<file path="config.mk">
export PLATFORM = sky130hd
export DESIGN_NAME = mem_port_arbiter_flat
export DESIGN_NICKNAME = d
export VERILOG_FILES = /design/src/rtl/mem_port_arbiter_if.sv /design/src/rtl/mem_port_arbiter.sv /design/src/flat_wrapper.sv
export SDC_FILE = /design/constraint.sdc
export NUM_CORES = 1
export LEC_CHECK = 0
export BUFFER_PORTS_ARGS = -buffer_cell sky130_fd_sc_hd__buf_2
export CORE_UTILIZATION = 50
export CTS_CLUSTER_DIAMETER = 200
export DETAILED_ROUTE_END_ITERATION = 7
export PLACE_DENSITY = 0.8
export SYNTH_ARGS = -nofsm -noshare
export SYNTH_HDL_FRONTEND = slang
export SYNTH_SLANG_ARGS = --single-unit
export TNS_END_PERCENT = 30
</file>
<file path="constraint.sdc">
create_clock -name clk -period 7.4 [get_ports clk]
set_input_delay 0.74 -clock clk [delete_from_list [all_inputs] [get_ports clk]]
set_output_delay 0.74 -clock clk [all_outputs]
set_load 0.02 [all_outputs]
</file>
<file path="src/rtl/mem_port_arbiter_if.sv">
// Bundle of requester-side and memory-side signals for mem_port_arbiter.
// The master modport is the arbiter's view; the slave modport is the view
// of everything around it (fetch stage, load/store stage and memory model).
interface mem_port_arbiter_if #(
    parameter int ADDR_W = 32,
    parameter int DATA_W = 32
);
    // Instruction-fetch requester
    logic              i_req;
    logic [ADDR_W-1:0] i_addr;
    logic              i_done;
    logic [DATA_W-1:0] i_rdata;
    // Load/store requester
    logic              d_req;
    logic              d_we;
    logic [ADDR_W-1:0] d_addr;
    logic [DATA_W-1:0] d_wdata;
    logic              d_done;
    logic [DATA_W-1:0] d_rdata;
    // Timeout flag, pulsed together with i_done/d_done
    logic              err;
    // Memory side
    logic              mem_req;
    logic              mem_we;
    logic [ADDR_W-1:0] mem_addr;
    logic [DATA_W-1:0] mem_wdata;
    logic [DATA_W-1:0] mem_rdata;
    logic              mem_ack;

    modport master (
        input  i_req, i_addr, d_req, d_we, d_addr, d_wdata, mem_rdata, mem_ack,
        output i_done, i_rdata, d_done, d_rdata, err,
               mem_req, mem_we, mem_addr, mem_wdata
    );

    modport slave (
        output i_req, i_addr, d_req, d_we, d_addr, d_wdata, mem_rdata, mem_ack,
        input  i_done, i_rdata, d_done, d_rdata, err,
               mem_req, mem_we, mem_addr, mem_wdata
    );
endinterface

</file>
<file path="src/rtl/mem_port_arbiter.sv">
// Arbiter sharing one single-ported memory between the fetch (I) and the
// load/store (D) requesters. One transaction at a time; D has priority but
// may win at most MAX_D_RUN grants in a row while I is waiting. A watchdog
// aborts a transaction whose mem_ack does not arrive within TIMEOUT cycles.
module mem_port_arbiter #(
    parameter int ADDR_W    = 32,
    parameter int DATA_W    = 32,
    parameter int MAX_D_RUN = 4,
    parameter int TIMEOUT   = 64
) (
    input  logic                 clk,
    input  logic                 rst,
    mem_port_arbiter_if.master   bus
);
    typedef enum logic [1:0] {
        IDLE   = 2'd0,
        BUSY_I = 2'd1,
        BUSY_D = 2'd2,
        RESP   = 2'd3
    } state_t;

    localparam logic [3:0] MAX_D_RUN_C = 4'(MAX_D_RUN);
    localparam logic [7:0] TMO_LAST_C  = 8'(TIMEOUT - 1);

    state_t            state_r, state_nxt_s;
    logic [3:0]        d_run_r, d_run_nxt_s;
    logic [7:0]        tmo_r, tmo_nxt_s;
    logic              mem_req_r, mem_req_nxt_s;
    logic              mem_we_r, mem_we_nxt_s;
    logic [ADDR_W-1:0] mem_addr_r, mem_addr_nxt_s;
    logic [DATA_W-1:0] mem_wdata_r, mem_wdata_nxt_s;
    logic [DATA_W-1:0] i_rdata_r, i_rdata_nxt_s;
    logic [DATA_W-1:0] d_rdata_r, d_rdata_nxt_s;
    logic              i_done_r, i_done_nxt_s;
    logic              d_done_r, d_done_nxt_s;
    logic              err_r, err_nxt_s;
    logic              grant_d_s, grant_i_s, tmo_hit_s;

    // D wins unless I is waiting and D has used up its consecutive-grant budget
    assign grant_d_s = bus.d_req && (!bus.i_req || (d_run_r < MAX_D_RUN_C));
    assign grant_i_s = bus.i_req && !grant_d_s;
    assign tmo_hit_s = (tmo_r == TMO_LAST_C);

    // State register
    always_ff @(posedge clk or posedge rst) begin
        if (rst) begin
            state_r <= IDLE;
        end else begin
            state_r <= state_nxt_s;
        end
    end

    // Next-state decision: arbitrate in IDLE, leave BUSY on ack or timeout
    always_comb begin
        state_nxt_s = state_r;
        case (state_r)
            IDLE: begin
                if (grant_d_s) begin
                    state_nxt_s = BUSY_D;
                end else if (grant_i_s) begin
                    state_nxt_s = BUSY_I;
                end else begin
                    state_nxt_s = IDLE;
                end
            end
            BUSY_I, BUSY_D: begin
                if (bus.mem_ack || tmo_hit_s) begin
                    state_nxt_s = RESP;
                end else begin
                    state_nxt_s = state_r;
                end
            end
            RESP:    state_nxt_s = IDLE;
            default: state_nxt_s = IDLE;
        endcase
    end

    // Next values of every registered output and of the run/timeout counters
    always_comb begin
        mem_req_nxt_s   = mem_req_r;
        mem_we_nxt_s    = mem_we_r;
        mem_addr_nxt_s  = mem_addr_r;
        mem_wdata_nxt_s = mem_wdata_r;
        i_rdata_nxt_s   = i_rdata_r;
        d_rdata_nxt_s   = d_rdata_r;
        i_done_nxt_s    = 1'b0;
        d_done_nxt_s    = 1'b0;
        err_nxt_s       = 1'b0;
        d_run_nxt_s     = d_run_r;
        tmo_nxt_s       = tmo_r;
        case (state_r)
            IDLE: begin
                if (grant_d_s) begin
                    mem_req_nxt_s   = 1'b1;
                    mem_we_nxt_s    = bus.d_we;
                    mem_addr_nxt_s  = {bus.d_addr[ADDR_W-1:2], 2'b00};
                    mem_wdata_nxt_s = bus.d_wdata;
                    d_run_nxt_s     = (d_run_r == 4'd15) ? 4'd15 : d_run_r + 4'd1;
                end else if (grant_i_s) begin
                    mem_req_nxt_s   = 1'b1;
                    mem_we_nxt_s    = 1'b0;
                    mem_addr_nxt_s  = {bus.i_addr[ADDR_W-1:2], 2'b00};
                    mem_wdata_nxt_s = {DATA_W{1'b0}};
                    d_run_nxt_s     = 4'd0;
                end else begin
                    d_run_nxt_s     = d_run_r;
                end
            end
            BUSY_I, BUSY_D: begin
                tmo_nxt_s = tmo_r + 8'd1;
                // An ack in the last watchdog cycle still counts as success
                if (bus.mem_ack) begin
                    mem_req_nxt_s = 1'b0;
                    mem_we_nxt_s  = 1'b0;
                    if (state_r == BUSY_I) begin
                        i_rdata_nxt_s = bus.mem_rdata;
                        i_done_nxt_s  = 1'b1;
                    end else begin
                        d_done_nxt_s  = 1'b1;
                        if (!mem_we_r) begin
                            d_rdata_nxt_s = bus.mem_rdata;
                        end else begin
                            d_rdata_nxt_s = d_rdata_r;
                        end
                    end
                end else if (tmo_hit_s) begin
                    mem_req_nxt_s = 1'b0;
                    mem_we_nxt_s  = 1'b0;
                    err_nxt_s     = 1'b1;
                    if (state_r == BUSY_I) begin
                        i_done_nxt_s = 1'b1;
                    end else begin
                        d_done_nxt_s = 1'b1;
                    end
                end else begin
                    mem_req_nxt_s = mem_req_r;
                end
            end
            RESP: begin
                tmo_nxt_s = 8'd0;
            end
            default: begin
                tmo_nxt_s = 8'd0;
            end
        endcase
    end

    // Output and counter registers; reset abandons any transaction in flight
    always_ff @(posedge clk or posedge rst) begin
        if (rst) begin
            mem_req_r   <= 1'b0;
            mem_we_r    <= 1'b0;
            mem_addr_r  <= {ADDR_W{1'b0}};
            mem_wdata_r <= {DATA_W{1'b0}};
            i_rdata_r   <= {DATA_W{1'b0}};
            d_rdata_r   <= {DATA_W{1'b0}};
            i_done_r    <= 1'b0;
            d_done_r    <= 1'b0;
            err_r       <= 1'b0;
            d_run_r     <= 4'd0;
            tmo_r       <= 8'd0;
        end else begin
            mem_req_r   <= mem_req_nxt_s;
            mem_we_r    <= mem_we_nxt_s;
            mem_addr_r  <= mem_addr_nxt_s;
            mem_wdata_r <= mem_wdata_nxt_s;
            i_rdata_r   <= i_rdata_nxt_s;
            d_rdata_r   <= d_rdata_nxt_s;
            i_done_r    <= i_done_nxt_s;
            d_done_r    <= d_done_nxt_s;
            err_r       <= err_nxt_s;
            d_run_r     <= d_run_nxt_s;
            tmo_r       <= tmo_nxt_s;
        end
    end

    assign bus.mem_req   = mem_req_r;
    assign bus.mem_we    = mem_we_r;
    assign bus.mem_addr  = mem_addr_r;
    assign bus.mem_wdata = mem_wdata_r;
    assign bus.i_rdata   = i_rdata_r;
    assign bus.d_rdata   = d_rdata_r;
    assign bus.i_done    = i_done_r;
    assign bus.d_done    = d_done_r;
    assign bus.err       = err_r;
endmodule

</file>
<file path="src/flat_wrapper.sv">
// flat-port wrapper written by rule: the top's interface ports become plain ports
module mem_port_arbiter_flat 
#(
    parameter int ADDR_W    = 32,
    parameter int DATA_W    = 32,
    parameter int MAX_D_RUN = 4,
    parameter int TIMEOUT   = 64
)
  (clk, rst, bus_i_req, bus_i_addr, bus_d_req, bus_d_we, bus_d_addr, bus_d_wdata, bus_mem_rdata, bus_mem_ack, bus_i_done, bus_i_rdata, bus_d_done, bus_d_rdata, bus_err, bus_mem_req, bus_mem_we, bus_mem_addr, bus_mem_wdata);
  mem_port_arbiter_if #(.ADDR_W(ADDR_W), .DATA_W(DATA_W)) bus_i ();
  input  logic clk;
  input  logic rst;
  input wire logic [$bits(bus_i.i_req)-1:0] bus_i_req;
  input wire logic [$bits(bus_i.i_addr)-1:0] bus_i_addr;
  input wire logic [$bits(bus_i.d_req)-1:0] bus_d_req;
  input wire logic [$bits(bus_i.d_we)-1:0] bus_d_we;
  input wire logic [$bits(bus_i.d_addr)-1:0] bus_d_addr;
  input wire logic [$bits(bus_i.d_wdata)-1:0] bus_d_wdata;
  input wire logic [$bits(bus_i.mem_rdata)-1:0] bus_mem_rdata;
  input wire logic [$bits(bus_i.mem_ack)-1:0] bus_mem_ack;
  output wire logic [$bits(bus_i.i_done)-1:0] bus_i_done;
  output wire logic [$bits(bus_i.i_rdata)-1:0] bus_i_rdata;
  output wire logic [$bits(bus_i.d_done)-1:0] bus_d_done;
  output wire logic [$bits(bus_i.d_rdata)-1:0] bus_d_rdata;
  output wire logic [$bits(bus_i.err)-1:0] bus_err;
  output wire logic [$bits(bus_i.mem_req)-1:0] bus_mem_req;
  output wire logic [$bits(bus_i.mem_we)-1:0] bus_mem_we;
  output wire logic [$bits(bus_i.mem_addr)-1:0] bus_mem_addr;
  output wire logic [$bits(bus_i.mem_wdata)-1:0] bus_mem_wdata;
  assign bus_i.i_req = bus_i_req;
  assign bus_i.i_addr = bus_i_addr;
  assign bus_i.d_req = bus_d_req;
  assign bus_i.d_we = bus_d_we;
  assign bus_i.d_addr = bus_d_addr;
  assign bus_i.d_wdata = bus_d_wdata;
  assign bus_i.mem_rdata = bus_mem_rdata;
  assign bus_i.mem_ack = bus_mem_ack;
  assign bus_i_done = bus_i.i_done;
  assign bus_i_rdata = bus_i.i_rdata;
  assign bus_d_done = bus_i.d_done;
  assign bus_d_rdata = bus_i.d_rdata;
  assign bus_err = bus_i.err;
  assign bus_mem_req = bus_i.mem_req;
  assign bus_mem_we = bus_i.mem_we;
  assign bus_mem_addr = bus_i.mem_addr;
  assign bus_mem_wdata = bus_i.mem_wdata;
  mem_port_arbiter #(.ADDR_W(ADDR_W), .DATA_W(DATA_W), .MAX_D_RUN(MAX_D_RUN), .TIMEOUT(TIMEOUT)) u_core (.clk(clk), .rst(rst), .bus(bus_i));
endmodule
</file>
Yosys cells after proc, flatten, opt, wreduce, memory -nomap -nowiden
Index checks and enable logic that the tools add are counted.

Logic and storage cells: 71. Register bits after elaboration: 147. Input bits: 134.

Mux-type cells: 31. Equality and inequality tests: 8. Order comparisons: 1. $add $sub $neg: 2. Reductions and logical operators: 15. Bitwise logic cells: 2.

Operators with widths (count): 32-bit two-way mux (4); 1-bit two-way mux (18); 8-bit one-hot mux with 2 select lines (1); 4-bit two-way mux (3); 8-bit by 1-bit adder with 8-bit output, second input constant (1); 8-bit by 6-bit == test with 1-bit output, second input constant (1); 2-bit one-hot mux with 3 select lines (1); 3-bit AND reduction (2); 2-bit nonzero test (3); 4-bit by 1-bit adder with 4-bit output, second input constant (1); 2-bit == test, second input constant (2); 4-bit == test, second input constant (1); 4-bit by 3-bit less-than comparator with 1-bit output, second input constant (1); 2-bit two-way mux (2); 1-bit one-hot mux with 2 select lines (2); 4-bit AND reduction (1); 3-bit by 1-bit inequality test with 1-bit output, second input constant (1); 3-bit by 2-bit inequality test with 1-bit output, second input constant (1); 2-bit by 1-bit == test with 1-bit output, second input constant (1); 1-bit logical AND (2); 1-bit logical NOT (2); 2-bit logical NOT (1); 1-bit logical OR (2); 2-bit by 1-bit inequality test with 1-bit output, second input constant (1); 3 further kinds (4).

Longest topological paths before layout
Depth in word-level cells: 8. Depth in mapped cells: 8. Depth with buffers taken out: 5.

Worst setup path after synthesis
OpenSTA, ideal clock, no wires.

Kind: register -> register. Start: register u_core.state_r[0]. End: register u_core.d_rdata_r[10] (netlist: u_core.bus.d_rdata[10]). Arrival time: 1.787 ns. Required time: 7.275 ns. Stages on the path, launching flop included: 8. Path slack: 5.488 ns. Clock period less this slack: 1.912 ns. Path buffers: 2. Cell sequence: dfrtp_1 -> inv_1 -> ha_1 -> buf_4 -> inv_2 -> nor4_4 -> buf_6 -> mux2_2.

Longest elaborated chain between the ends: 3. Elaborated cells between the ends (all ways): 5.

Ends and longest elaborated chain: start, declared (RTL line mem_port_arbiter.sv:25) `state_t state_r, state_nxt_s;`; start signal, assigned (RTL line mem_port_arbiter.sv:49) `state_r <= state_nxt_s;`; 2-bit == test or 2-bit by 1-bit == test with 1-bit output (tied branches) (RTL line mem_port_arbiter.sv:91, mem_port_arbiter.sv:115); 2-bit OR reduction or 1-bit inverter (tied branches); 4-bit AND reduction (no source line) (*); end signal, assigned (RTL line mem_port_arbiter.sv:156) `d_rdata_r <= {DATA_W{1'b0}};`; end signal, assigned (RTL line mem_port_arbiter.sv:168) `d_rdata_r <= d_rdata_nxt_s;`; end, declared (RTL line mem_port_arbiter.sv:33) `logic [DATA_W-1:0] d_rdata_r, d_rdata_nxt_s;`.

Every way passes the cells marked *; elsewhere a longest branch is shown, timed or not. A chain may end at the register's enable or synchronous reset.

Worst setup path in the final report
Start: register u_core.state_r[0]. End: register u_core.mem_addr_r[12] (netlist: u_core.bus.mem_addr[12]).

Longest elaborated chain between the ends: 2.

Ends and longest elaborated chain: 2-bit logical NOT (RTL line mem_port_arbiter.sv:91) `case (state_r)`; 2-bit AND reduction (no source line); end signal, assigned (RTL line mem_port_arbiter.sv:153) `mem_addr_r <= {ADDR_W{1'b0}};`; end signal, assigned (RTL line mem_port_arbiter.sv:165) `mem_addr_r <= mem_addr_nxt_s;`; end, declared (RTL line mem_port_arbiter.sv:30) `logic [ADDR_W-1:0] mem_addr_r, mem_addr_nxt_s;`.

Every way passes these cells.

==> key figures <==
Layout
  – # diodes: 0
  – Fin area: 8168 um^2
  – Area grow syn2layout: 31.69%
  – Final net count: about 940
  – Layout fillers: slightly above 900
  – Share of layout cells above drive strength 1: 0.4461

Power and ir drop
  – Overall power: between 3000 and 4000 uW
  – Psw: about 1600 uW
  – P_leak: around 0.004 uW
  – Combinational share of power: 0.433
  – VDD IR-drop max: approximately 0.22 mV
  – Switching Share: 0.4005
  – PD cells: about 480 nW/um^2
  – Int Pwr: approximately 2300 uW
  – Flop pwr share: 0.345
  – Clock power share: 0.222

STA
  – Crit share post-route: 0.3562
  – Slew Limit Fails: 0
  – Final setup viols: 0
  – Sum Neg Setup Slack: 0 ns
  – Fin crit period: between 2 and 3 ns
  – Min Hold Slack: about 0.46 ns
  – RSZ-0062 raised after global routing: no
  – Least-Margin Pin Slew: approximately 1.2 ns
  – Max-slew headroom: 0.2115
  – Hold Fails Final Rpt: 0
  – Clock skew: ~0.012 ns
  – Fmax: between 300 and 400 MHz

Setup path
  – Critical Path Source Type: flop
  – Worst Path Arrival: around 2.9 ns
  – Crit path capture type: flop
  – Crit Path Class: reg2reg
  – Worst Path Max Fanout: 63
  – Slowest-stage cell, CP: o21a_2
  – Crit path largest cell delay: just over 1 ns
  – Crit-path cells: inv_1, ha_1, buf_4, o21a_2, nand2_1, o211ai_1
  – Worst path required time: about 7.7 ns
  – Worst reg2reg path depth: 6

Synthesis
  – Sequential share of the synthesized area: 0.5850
  – Top cells by area in the synthesized netlist: dfrtp_1 (59%), mux2_2 (11%), nand2_1 (8.2%)
  – Synth cell types: between 40 and 50
  – Cell taking the most area after synthesis: dfrtp_1
  – Post-synth ARST share: 1.000
  – Post-synthesis cell count: about 560
  – Synth Register Bits: roughly 150
  – Syn avg cell area: approximately 11 um^2
  – Synth Flop Type: dfrtp_1
  – Yosys warns: 0
  – Share of the synthesized area in the top cell type: 0.5850
  – Number of flops mapped to enable cells by yosys: 0
  – Mapped cell area: between 6000 and 7000 um^2

CTS
  – PostCTS Resize Cnt: 0
  – CTS max path bufs: 2
  – Postcts setup bufs: 0
  – Post-CTS Hold Fix Bufs: 0
  – Reg clk slew, reported paths: about 0.060 ns
  – # H-tree levels: 4
  – Insertion delay to the later sink of the worst-skew pair: approximately 0.41 ns
  – CTS Root Cell: clkbuf_16
  – Clock sink total: 145
  – CTS buffer count: 17
  – CTS tree: built

Placed design
  – Port bufs: 260
  – Placed cell area: about 7600 um^2
  – Routability Congestion: 0.7989
  – DP HPWL: between 10,000 and 15,000 um

Worst hold path
  – Worst Hold Class: in2async

Route
  – Final Routed Wirelength: 14,900 um
  – Via count: 5,237
  – DRC errors left: 0
  – Post-DR wirelength/cell: approximately 15 um
  – Initial DRC count: ~280
  – DR vias/cell: roughly 5.3
  – Length of the first detailed-routing pass in iterations: 4
  – Antenna-violating nets left: 0

Global route
  – Largest net degree at the start of global routing: 80
  – Vias in the first global route: roughly 5k
  – Tot GR Track Use: 0.2395
  – Total grt overflow: 0
  – Initial antenna violation count: 0
  – First-pass GRT wire length: between 20,000 and 25,000 um

Run
  – # Max-Cap Violations: 0

Status
  – Status: complete, no violations

Floorplanning
  – Ports: between 200 and 300
  – CORE AREA: around 12,000 um^2
  – Die area: around 13,000 um^2
  – Die W: roughly 110 um
  – Initial core utilization: 0.5142
  – Die H: approximately 110 um
  – Rows: 40
[layer usage]
metal | track usage | part of all wire | up-vias
li1 | - | - | 2458
met1 | 0.2846 | 0.41 | 2538
met2 | 0.4160 | 0.50 | 224
met3 | 0.06961 | 0.075 | 17
met4 | 0.08421 | 0.015 | 0
met5 | 0 | 0 | -
[final cells by class]
type | instances | area, um^2 | share of cell area
Clock buffer | 20 | 446.7 | 0.05469
Tap cell | 168 | 210.2 | 0.02574
Sequential cell | 145 | 3628 | 0.4442
Clock inverter | 12 | 157.7 | 0.01930
Inverter | 5 | 23.77 | 0.002911
Multi-Input combinational cell | 369 | 2362 | 0.2892
Timing Repair Buffer | 265 | 1339 | 0.1639
[critical path: cells and delay by family, from the launching register on]
kind	cells	cell delay [ns]
AOI/OAI and AO/OA	2	1.25
buffers and inverters	2	0.53
DFF	1	0.42
adders and majority gates	1	0.15
and+or+nand+nor	1	0.13
[path summary, 6_finish.rpt]
| path | slack (ns) | startpoint | to |
|---|---|---|---|
| max | 4.76 | u_core.state_r[0]$_DFFE_PP0P_ | u_core.bus.mem_addr[12]$_DFFE_PP0P_ |
| min | 0.46 | rst | u_core.bus.mem_wdata[25]$_DFFE_PP0P_ |
| max reg2reg | 4.76 | u_core.state_r[0]$_DFFE_PP0P_ | u_core.bus.mem_addr[12]$_DFFE_PP0P_ |
| min reg2reg | 0.47 | u_core.bus.mem_wdata[27]$_DFFE_PP0P_ | u_core.bus.mem_wdata[27]$_DFFE_PP0P_ |
| max in group asynchronous | 5.65 | rst | u_core.bus.d_rdata[0]$_DFFE_PP0P_ |
| min in group clk | 0.47 | u_core.bus.mem_wdata[27]$_DFFE_PP0P_ | u_core.bus.mem_wdata[27]$_DFFE_PP0P_ |
[power groups by stage]
stage,clock [uW],sequential [uW],combinational (uW)
2_1_floorplan,0,1740,768
3_3_place_gp,0,1330,1650
3_5_place_dp,0,1350,1700
4_1_cts,882,1340,1700
5_1_grt,910,1380,1830
6_report,860,1340,1680
[state kept, by name (all words and copies together) (netlist names), 2 cells and up]
name,flops
u_core.bus.d_rdata,32
u_core.bus.i_rdata,32
u_core.bus.mem_wdata,32
u_core.bus.mem_addr,30
u_core.tmo_r,8
u_core.d_run_r,4
u_core.state_r,2
[metrics by stage]
| step | worst slack (ns) | std cells | util |
|---|---|---|---|
| 3_5_place_dp | 4.470 | 952 | 0.6271 |
| 2_1_floorplan | 2.765 | 563 | - |
| 6_report | 4.764 | 984 | 0.6772 |
| 5_1_grt | 4.549 | 984 | 0.6772 |
| 4_1_cts | 4.746 | 984 | 0.6772 |
| 3_3_place_gp | 4.601 | 952 | 0.6271 |
[kinds of logic (layout without fill, tap and decap cells)]
family | Yosys count | after routing | synth area share
adder cells (fa/ha/maj) | 5 | 5 | 0.01009
other | 1 | 2 | 0.0006046
flip-flops | 145 | 145 | 0.5850
AO/OA/AOI/OAI | 98 | 98 | 0.1011
AND/OR/NAND/NOR | 199 | 199 | 0.1477
multiplexers | 65 | 65 | 0.1180
buffers and inverters | 49 | 302 | 0.03752
[cell usage after synthesis, types with 3 or more instances]
master and number:
o21ai_0 43, inv_1 4, o311ai_0 3, and3_1 3
dfrtp_1 145, mux2_1 3, buf_6 3, a22o_1 3
a31oi_1 4, nand4_1 33, mux2_2 62, buf_4 3
nor2b_1 3, nor3b_1 4, clkbuf_1 24, ha_1 5
buf_2 12, o211ai_1 33, nand3_1 6, nor2_1 3
nand2_1 136
[layout by cell type, fill, tap and decap left out, types with 17 or more instances in the layout]
| master | n |
|---|---|
| buf_2 | 260 |
| dfrtp_1 | 145 |
| nand2_1 | 136 |
| mux2_2 | 62 |
| o21ai_0 | 42 |
| nand4_1 | 33 |
| o211ai_1 | 33 |
| clkbuf_16 | 17 |
Power figures use the tool's default switching activity.
